$ cat src/rtl/affine_ctrl_gen.sv
// affine_ctrl_gen: loop-nest controller for one unified-buffer port.
// Walks a 3-deep iteration domain and strobes en_out exactly when the
// cycle counter reaches the affine schedule time of the current point.
module affine_ctrl_gen #(
  parameter int unsigned EXT0   = 1,
  parameter int unsigned EXT1   = 64,
  parameter int unsigned EXT2   = 64,
  parameter int unsigned S0     = 4096,
  parameter int unsigned S1     = 64,
  parameter int unsigned S2     = 1,
  parameter int unsigned OFFSET = 0,
  parameter int unsigned TW     = 32
) (
  input  logic             clk,
  input  logic             rst,
  input  logic             flush,
  input  logic             stall,
  output logic             en_out,
  output logic [2:0][15:0] ctrl_vars,
  output logic             done
);

  localparam int unsigned CW = 16;

  // Schedule time of the final point, used to check that it fits in TW bits.
  localparam longint unsigned LAST_T =
      longint'(OFFSET) + longint'(S0) * longint'(EXT0 - 1) +
      longint'(S1) * longint'(EXT1 - 1) + longint'(S2) * longint'(EXT2 - 1);

  // Elaboration-time legality checks: strictly increasing schedule that fits in TW bits.
  if (!((S2 >= 1) &&
        (longint'(S1) >= longint'(S2) * longint'(EXT2)) &&
        (longint'(S0) >= longint'(S1) * longint'(EXT1)))) begin : g_bad_sched
    $error("affine_ctrl_gen: schedule strides not strictly increasing");
  end
  if ((TW < 64) && (LAST_T >= (64'd1 << TW))) begin : g_bad_width
    $error("affine_ctrl_gen: schedule does not fit in TW bits");
  end

  logic [TW-1:0] r_cyc;
  logic [TW-1:0] r_next_time;
  logic [CW-1:0] r_c0;
  logic [CW-1:0] r_c1;
  logic [CW-1:0] r_c2;
  logic          r_done;

  logic          w_restart;
  logic          w_fire;
  logic          w_wrap2;
  logic          w_wrap1;
  logic          w_last;
  logic [CW-1:0] w_c0_n;
  logic [CW-1:0] w_c1_n;
  logic [CW-1:0] w_c2_n;
  logic [TW-1:0] w_next_time_n;

  // Fire decision; a fire coincident with a restart is suppressed.
  always_comb begin
    w_restart = rst | flush;
    w_fire    = ~r_done & ~stall & ~w_restart & (r_cyc == r_next_time);
    w_wrap2   = (r_c2 == CW'(EXT2 - 1));
    w_wrap1   = (r_c1 == CW'(EXT1 - 1));
    w_last    = (r_c0 == CW'(EXT0 - 1)) & w_wrap1 & w_wrap2;
  end

  // Lexicographic advance of the iteration vector and its schedule time.
  always_comb begin
    w_c2_n = w_wrap2 ? '0 : r_c2 + CW'(1);
    w_c1_n = r_c1;
    w_c0_n = r_c0;
    if (w_wrap2) begin
      w_c1_n = w_wrap1 ? '0 : r_c1 + CW'(1);
      if (w_wrap1) begin
        w_c0_n = r_c0 + CW'(1);
      end
    end
    w_next_time_n = TW'(OFFSET) +
                    TW'(S0) * TW'(w_c0_n) +
                    TW'(S1) * TW'(w_c1_n) +
                    TW'(S2) * TW'(w_c2_n);
  end

  // Cycle counter, iteration counters and sticky done.
  always_ff @(posedge clk) begin
    if (w_restart) begin
      r_cyc       <= '0;
      r_next_time <= TW'(OFFSET);
      r_c0        <= '0;
      r_c1        <= '0;
      r_c2        <= '0;
      r_done      <= 1'b0;
    end else begin
      if (~r_done & ~stall) begin
        r_cyc <= r_cyc + TW'(1);
      end
      if (w_fire) begin
        if (w_last) begin
          r_done <= 1'b1;
        end else begin
          r_c0        <= w_c0_n;
          r_c1        <= w_c1_n;
          r_c2        <= w_c2_n;
          r_next_time <= w_next_time_n;
        end
      end
    end
  end

  // Output mapping; index 0 is the outermost loop.
  always_comb begin
    en_out       = w_fire;
    ctrl_vars[0] = r_c0;
    ctrl_vars[1] = r_c1;
    ctrl_vars[2] = r_c2;
    done         = r_done;
  end

endmodule

$ cat config.mk
export PLATFORM = sky130hd
export DESIGN_NAME = affine_ctrl_gen
export DESIGN_NICKNAME = d
export VERILOG_FILES = /design/src/rtl/affine_ctrl_gen.sv
export SDC_FILE = /design/constraint.sdc
export NUM_CORES = 1
export LEC_CHECK = 0
export BUFFER_PORTS_ARGS = -buffer_cell sky130_fd_sc_hd__buf_2
export CAP_MARGIN = 40
export CORE_ASPECT_RATIO = 1.5
export CORE_UTILIZATION = 35
export DETAILED_ROUTE_END_ITERATION = 6
export PLACE_DENSITY = 0.55
export SETUP_SLACK_MARGIN = 0.3
export SLEW_MARGIN = 20
export SYNTH_ARGS = -nofsm -noshare
export SYNTH_HDL_FRONTEND = slang
export SYNTH_SLANG_ARGS = --single-unit
$ cat constraint.sdc
create_clock -name clk -period 4.7 [get_ports clk]
set_input_delay 0.235 -clock clk [delete_from_list [all_inputs] [get_ports clk]]
set_output_delay 0.235 -clock clk [all_outputs]
set_load 0.005 [all_outputs]
# After elaboration in Yosys (flattened, before gate mapping)

Index checks and enable logic that the tools add are counted.
Widths: inputs -> output; s select.

Reductions and logical operators: 3
Bitwise operators: 10
$add $sub $neg: 6
Eq/ne operators: 3
Muxes and demuxes: 5

Operators with widths:

| kind                  | number |
|---|---|
| $mux 16               | 5 |
| $add 16x1->16 const B | 3 |
| $add 32x1->32 const B | 1 |
| $eq 16x6->1 const B   | 2 |
| $eq 32x32->1          | 1 |
| $add 29x16->30        | 1 |
| $add 28x22->29        | 1 |
| $logic_not 16->1      | 1 |
| $and 1x1->1           | 5 |
| $not 1->1             | 4 |
| $reduce_and 2->1      | 2 |
| $or 1x1->1            | 1 |

Input bits: 4
Bits in registers: 113
Output and inout bits: 50
Word-level logic and storage cells: 33

# Depth between registers and ports, before layout

Gate-level depths: netlist of the first run.

Depth in word-level cells: 5
Gate-level depth with buffers: 17
Depth with buffers taken out: 16

# Least setup slack after synthesis of the first run

OpenSTA, ideal clock, no wires.

Path kind: register to register
From: register r_c2[0]
To: register r_next_time[28]
Slack: 0.057 ns
Cell stages (with the launch flop): 16
Path buffers: 0
Data arrival time: 4.573 ns
Setup time: 0.070 ns
Data required time: 4.630 ns
Clock period less this slack: 4.643 ns
Path through: dfxtp_1 > ha_1 > nor3b_2 > nand4_4 > nor4_1 > xnor2_1 > fa_1 > inv_1 > ha_1 > nand2_2 > o31a_1 > a2111oi_2 > a211oi_1 > or2_2 > or4b_1 > a21oi_1

Longest elaborated chain between the ends: 4
Elaborated cells on any way between the ends: 10
Those cells by class: 3 x add/sub; 1 x eq/ne; 3 x mux; 2 x bitwise; 1 x reduce/logical

Ends and longest elaborated chain:

| element                                            | line   | source |
|---|---|---|
| start: declaration                                 | 44     | `logic [CW-1:0] r_c2;` |
| start signal: assignment                           | 102    | `r_c2 <= w_c2_n;` |
| $eq 16x6->1                                        | 61     | `w_wrap2 = (r_c2 == CW'(EXT2 - 1));` |
| $mux 16 or $and 1x1->1 (tied branches)             | 71, 63 |  |
| $add 28x22->29 or $not 1->1 (tied branches)        | --     |  |
| $add 29x16->30 or $reduce_and 2->1 (tied branches) | --     |  |
| end signal: assignment                             | 87     | `r_next_time <= TW'(OFFSET);` |
| end signal: assignment                             | 103    | `r_next_time <= w_next_time_n;` |
| end: declaration                                   | 41     | `logic [TW-1:0] r_next_time;` |

Several ways; a longest one is shown, not always the timed one.
A chain may end at the register's enable or synchronous reset.

# Final worst setup path of the first run

From: register r_c2[0]
To: register r_next_time[28]

Longest elaborated chain between the ends: 4
Elaborated cells on any way between the ends: 10
Those cells by class: 3 x add/sub; 1 x eq/ne; 3 x mux; 2 x bitwise; 1 x reduce/logical

Ends and longest elaborated chain:

| element        | line | source |
|---|---|---|
| $eq 16x6->1    | 61   |  |
| $mux 16        | 71   | `if (w_wrap2) begin` |
| net w_c1_n[4]  | 53   | `logic [CW-1:0] w_c1_n;` |
| $add 28x22->29 | 78   | `TW'(S0) * TW'(w_c0_n) +` |
| $add 29x16->30 | 79   | `TW'(S1) * TW'(w_c1_n) +` |

The timed path passes the listed nets, and every way through them passes these cells.

==> results of run 1 <==
==> worst min-delay path, cell delays in order <==
cell     delay [ns]
buf_2          0.13
o21ai_0        0.08
a21oi_1        0.13
==> cell usage in the layout, fill, tap and decap left out, types with 29 or more instances in the layout <==
cell type	count
a21oi_1	48
buf_2	53
buf_4	42
dfxtp_1	98
nand2_1	55
nand3_1	40
nand4_1	29
nor2_1	99
o21ai_0	31
xnor2_1	69
xor2_1	48
==> what timing repair did <==
action,CTS,global route
buffers inserted,3,3
pin swaps,4,13
gates cloned,0,0
hold endpoints to repair,0,0
endpoints found under the setup margin,2,7
resized for setup,4,30
hold buffers,0,0
==> power by group <==
group          internal, mW  switching, mW
Clock                 0.375          0.370
Combinational        0.0154         0.0442
Sequential            0.882        0.00258
==> path summary, 6_finish.rpt <==
path,startpoint,to,slack [ns],cells after the start
setup reg to reg,r_c2[0]$_SDFFE_PN0P_,r_next_time[28]$_SDFFE_PN0P_,0.45,15
hold reg to reg,r_next_time[17]$_SDFFE_PN0P_,r_next_time[17]$_SDFFE_PN0P_,0.46,2
setup / recovery,r_c2[0]$_SDFFE_PN0P_,r_next_time[28]$_SDFFE_PN0P_,0.45,15
hold / removal,stall,r_cyc[1]$_SDFFE_PN0P_,0.26,3
==> state kept, by name (all words and copies together) (netlist names) <==
register     cells
done             1
r_c0            16
r_c1            16
r_c2            16
r_cyc           32
r_next_time     23
==> through the flow <==
stage                     hold WS (ns)  power (mW)
after global routing             0.327        1.76
after global placement           0.453       0.966
after detailed placement         0.459       0.966
final                            0.258        1.69
after floorplan                  0.440       0.946
after CTS                        0.259        1.72
==> kinds of logic (layout without fill, tap and decap cells) <==
kind of cell | Yosys count | after routing | synth area share
compound gates | 133 | 133 | 0.122
xor+xnor | 121 | 121 | 0.159
fa+ha+maj | 38 | 38 | 0.0764
buf+inv | 70 | 135 | 0.0442
flops | 104 | 104 | 0.310
mux | 3 | 3 | 0.00447
simple gates | 352 | 352 | 0.284
==> final cells by class <==
| class | count | area (sq um) | share of cell area |
|---|---|---|---|
| clock buffers | 10 | 229 | 0.0288 |
| clock inverters | 6 | 62.6 | 0.00788 |
| inverters | 23 | 86.3 | 0.0109 |
| multi-input cells | 647 | 4570 | 0.575 |
| flip-flops and latches | 104 | 2090 | 0.263 |
| well taps | 252 | 315 | 0.0397 |
| repair buffers | 96 | 592 | 0.0745 |
==> per-layer routing <==
layer	GRT usage	vias up
li1	-	3006
met1	0.223	2703
met2	0.334	83
met3	0.0215	30
met5	0	-
met4	0.0909	0
==> results.cfg, run 1 <==
[die]
die_area_sq_um = 19700
die_h_um = 172
core-area_sq_um = 18600
chipWidth_um = 115
row_count = 61
floorplan.initialDensity = 0.360
io_pins = 54

[sta]
clock_skew_ns = 0.0134
timing.final.crit_share = 0.905
timing.final.crit_period_ns = 4.25
timing_worst_slew_pin_value_ns = 0.730
timing.max_slew.rel_slack = 0.514
grt_setup_unrepaired = true
final.setup.tns_ns = 0
hold_violations = 0
maxClockFrequency_mhz = 235
finalWorstSetupSlack_ns = 0.447
number_of_endpoints_failing_setup_at_the_final_stage = 0
final-max-slew-violation-count = 0

[setup_path]
critPathMostFrequentCell = ha_4
critical_path_cell_list = ha_2, nor3b_4, and4_4, buf_4, nand4_1, xnor2_2, ha_4, ha_4, nand3_1, o211a_1, a2111oi_4, a211oi_2, or2_2, or4b_1, a21oi_1
crit_path_end_kind = flop
timing.critical_path.from_type = flop
critPathRequiredTime_ns = 4.98
critPathKind = reg -> reg
crit_fanout = 8
critical-path-slowest-cell = or4b_1
timing.critical_path.arrival_ns = 4.53
critical_path_buf_inv_count = 1
critical_path.max_stage_delay_ns = 0.50
crit_family = simple AND/OR/NAND/NOR gates

[layout]
area_delta_synth_final_pct = 18.3
layout.core_utilization = 0.426
final_cell_count_no_fill = 1138
n_antenna_cell = 0
drive_above_1_share = 0.184
layout.cell_area.non_filler_sq_um = 7940
layout.nets = 923
fill_cells = 1950

[cts]
clkLatencyLatePin_ns = 0.35
cts_sinks = 104
num_cts_buffers = 9
clkSlewWorstSetupHoldPaths_ns = 0.08
clock_tree_root_buffer_cell = clkbuf_16
cts_tree = built
clock_tree.buffer_depth = 2
htree_levels = 3

[yosys]
share_of_yosys_cell_area_claimed_by_the_top_area_cell_type = 0.310
seq_area_frac_synth = 0.310
synth_area_sq_um = 6710
ys_async_sr_fraction = 0
yosys-top-cells-area = dfxtp_1 (31%), xnor2_1 (9.4%), xor2_1 (6.3%)
synth.avg_cell_area_sq_um = 8.17
yosysWarningCount = 0
count_of_flip_flops_with_a_built_in_enable_after_synthesis = 0
yosys.area.top_type = dfxtp_1
synth_cell_types = 55
synth_nets = 863
ys.flop_type = dfxtp_1
ys_ff_latch = 104
synth.most_common_cell = dfxtp_1
synth.cells.most_frequent = dfxtp_1 (104), nor2_1 (102), xnor2_1 (72)
synthCells = 821

[placed_design]
place.port_buffers = 53
detailedPlacementHpwl_mm = 13.4
gp_congestion = 0.864
place_area_sq_um = 7430
dp.cells = 1116
dp_worst_setup_slack_ns = 0.133

[drt]
wirelength_met1_mm = 7.68
route.vias.total = 5822
detail_route.wl_per_cell_um = 15.7
detailroute.wirelength.met2_mm = 9.16
drc = 0
detailedRoute.firstPassIterationCount = 5
detail_route_met3_wl_um = 386
post_drt_via_cell_ratio = 5.12
ant_nets = 0
topRoutingLayerUsed = met4
total_length_of_routed_wires_mm = 17.9
drt_iter0_drc = 220

[grt]
grtUsageTotal = 0.188
maximum_number_of_pins_on_one_net_before_global_route_repair = 55
initial_antenna_violation_count = 0
first_global_vias = 5611
grt_pass1_wl_mm = 28.9
grt_overflow = 0

[power_and_ir_drop]
p_leak_nw = 3.10
power_per_cell_area_nw_per_um2 = 213
worst_case_vdd_ir_drop_mv = 0.172

[flow_run]
drv_cap = 0

[run_status]
run_status = finished, final reports clean

[min_path]
hold_path_class = in -> reg
No activity file was read; power rests on OpenSTA's default activity.
==> run 2: changes to the inputs <==
- RECOVER_POWER: default -> 25
==> results.cfg, run 2 (synthesized netlist as in run 1, its figures left out) <==
[setup_path]
critical_path.max_stage_delay_ns = 0.50
crit_family = simple AND/OR/NAND/NOR gates
critical_path_cell_list = clkbuf_1, nor4_4, buf_4, and4_4, buf_4, nand4_1, xnor2_2, ha_4, ha_4, nand3_1, o211a_1, a2111oi_4, a211oi_2, or2_2, or4b_1, a21oi_1
crit_path_end_kind = flop
crit_fanout = 8
critical_path_buf_inv_count = 3
r2r.worst_path.cells = 16
critPathKind = reg -> reg
timing.critical_path.from_type = flop
worstSetupPathDepth = 16
critPathRequiredTime_ns = 4.98
timing.critical_path.arrival_ns = 4.60
critical-path-slowest-cell = or4b_1

[power_and_ir_drop]
switching_power_summed_over_all_nets_mw = 0.417
power_consumption_mw = 1.69
combinationalPowerShare = 0.035
sw_frac_of_total = 0.247
worst_case_vdd_ir_drop_mv = 0.173
p_clk_frac = 0.441
power_per_cell_area_nw_per_um2 = 214
p_leak_nw = 3.04
power.internal_mw = 1.27
seqPwrFrac = 0.524

[die]
row_count = 61
die_h_um = 172
die_area_sq_um = 19700
chipWidth_um = 115
floorplan.initialDensity = 0.360
core-area_sq_um = 18600
io_pins = 54

[cts]
clock_tree_root_buffer_cell = clkbuf_16
cts_sinks = 104
clkSlewWorstSetupHoldPaths_ns = 0.08
clock_tree.buffer_depth = 2
clkLatencyLatePin_ns = 0.35
hold_buffers = 0
num_cts_buffers = 9
cts_tree = built
htree_levels = 3

[layout]
final_common_cell = dfxtp_1
n_antenna_cell = 0
area_delta_synth_final_pct = 17.7
seqCellArea_sq_um = 2090
multi_input_comb_area_sq_um = 4570
largest_register = r_cyc
drive_above_1_share = 0.164
fill_cells = 1963
layout.nets = 923
mostFrequentLayoutCells = dfxtp_1 (103), nor2_1 (99), xnor2_1 (69), nand2_1 (55), buf_2 (49)
biggestRegsByFlops = r_cyc: 32 flops, r_next_time: 23 flops
largest_register_ffs = 32

[grt]
grtUsageTotal = 0.188
grt_pass1_wl_mm = 28.9
maximum_number_of_pins_on_one_net_before_global_route_repair = 55
first_global_vias = 5611
grt_overflow = 0
initial_antenna_violation_count = 0

[sta]
final-max-slew-violation-count = 0
finalWorstSetupSlack_ns = 0.380
timing.max_slew.rel_slack = 0.508
maxClockFrequency_mhz = 231
timing.final.crit_share = 0.919
clock_skew_ns = 0.0136
final.setup.tns_ns = 0
grt_setup_unrepaired = true
hold_slack_ns = 0.257
number_of_endpoints_failing_setup_at_the_final_stage = 0
timing_worst_slew_pin_value_ns = 0.738
timing.final.crit_period_ns = 4.32
hold_violations = 0

[placed_design]
place.port_buffers = 53
dp_worst_setup_slack_ns = 0.133
detailedPlacementHpwl_mm = 13.4
gp_congestion = 0.864

[min_path]
hold-path-cell-count = 3
hold_path_class = in -> reg

[run_status]
run_status = finished, final reports clean

[drt]
drt_iter0_drc = 246
detailedRoute.firstPassIterationCount = 4
total_length_of_routed_wires_mm = 17.9
drc = 0
ant_nets = 0
route.vias.total = 5822
detail_route.wl_per_cell_um = 15.7
post_drt_via_cell_ratio = 5.12

[flow_run]
drv_cap = 0
## run 2: cell types whose count changed in the layout (fill, tap and decap cells not counted)
cell | before | now
buf_4 | 42 | 33
dfxtp_1 | 98 | 103
buf_2 | 53 | 49
clkbuf_1 | 1 | 14
dfxtp_2 | 5 | 0
## run 2: path summary, 6_finish.rpt
path / start / endpoint / slack (ns)
setup reg to reg: r_c2[8]$_SDFFE_PN0P_ / r_next_time[28]$_SDFFE_PN0P_ / 0.38
hold reg to reg: r_next_time[17]$_SDFFE_PN0P_ / r_next_time[17]$_SDFFE_PN0P_ / 0.46
hold / removal: stall / r_cyc[1]$_SDFFE_PN0P_ / 0.26
setup / recovery: r_c2[8]$_SDFFE_PN0P_ / r_next_time[28]$_SDFFE_PN0P_ / 0.38
## run 2: cell type report
type / instances / share of cell area
clock buffer: 10 / 0.0290
sequential: 104 / 0.264
multi-input combinational: 647 / 0.578
inverter: 23 / 0.0109
timing repair buffer: 96 / 0.0700
tap: 252 / 0.0399
clock inverter: 6 / 0.00792
## run 2: metrics by stage
step / cells / instance area [sq um] / util
after floorplan: 821 / 6770 / -
after global placement: 1116 / 7430 / 0.399
after detailed placement: 1116 / 7430 / 0.399
after CTS: 1135 / 7750 / 0.416
after global routing: 1138 / 7900 / 0.424
final: 1138 / 7900 / 0.424
## run 2: power groups by stage
stage               clock network, mW  registers, mW  logic, mW
finish                          0.745          0.885     0.0590
floorplan                           0          0.906     0.0396
global placement                    0          0.906     0.0601
detailed placement                  0          0.906     0.0598
CTS                             0.774          0.885     0.0603
global route                    0.804          0.885     0.0659
## run 2: metal layers
layer / global-route usage / vias up / share of wire
met5: 0 / - / 0
met4: 0.0909 / 0 / 0.037
met3: 0.0215 / 30 / 0.022
met2: 0.334 / 87 / 0.50
met1: 0.223 / 2697 / 0.44
li1: - / 3008 / -
## run 2: what timing repair did
action                     4_1_cts  5_1_grt
buffers inserted                 3        3
resized for setup                4       30
setup endpoints to repair        2        7
pin swaps                        4       13
## run 2: worst register-to-register path, delay by kind of cell, from the launching register on
kind | cells | cell delay, ns
AND/OR/NAND/NOR | 6 | 1.64
AO/OA/AOI/OAI | 4 | 0.96
adder cells (fa/ha/maj) | 2 | 0.54
buffers and inverters | 3 | 0.50
flip-flops | 1 | 0.32
XOR/XNOR | 1 | 0.31
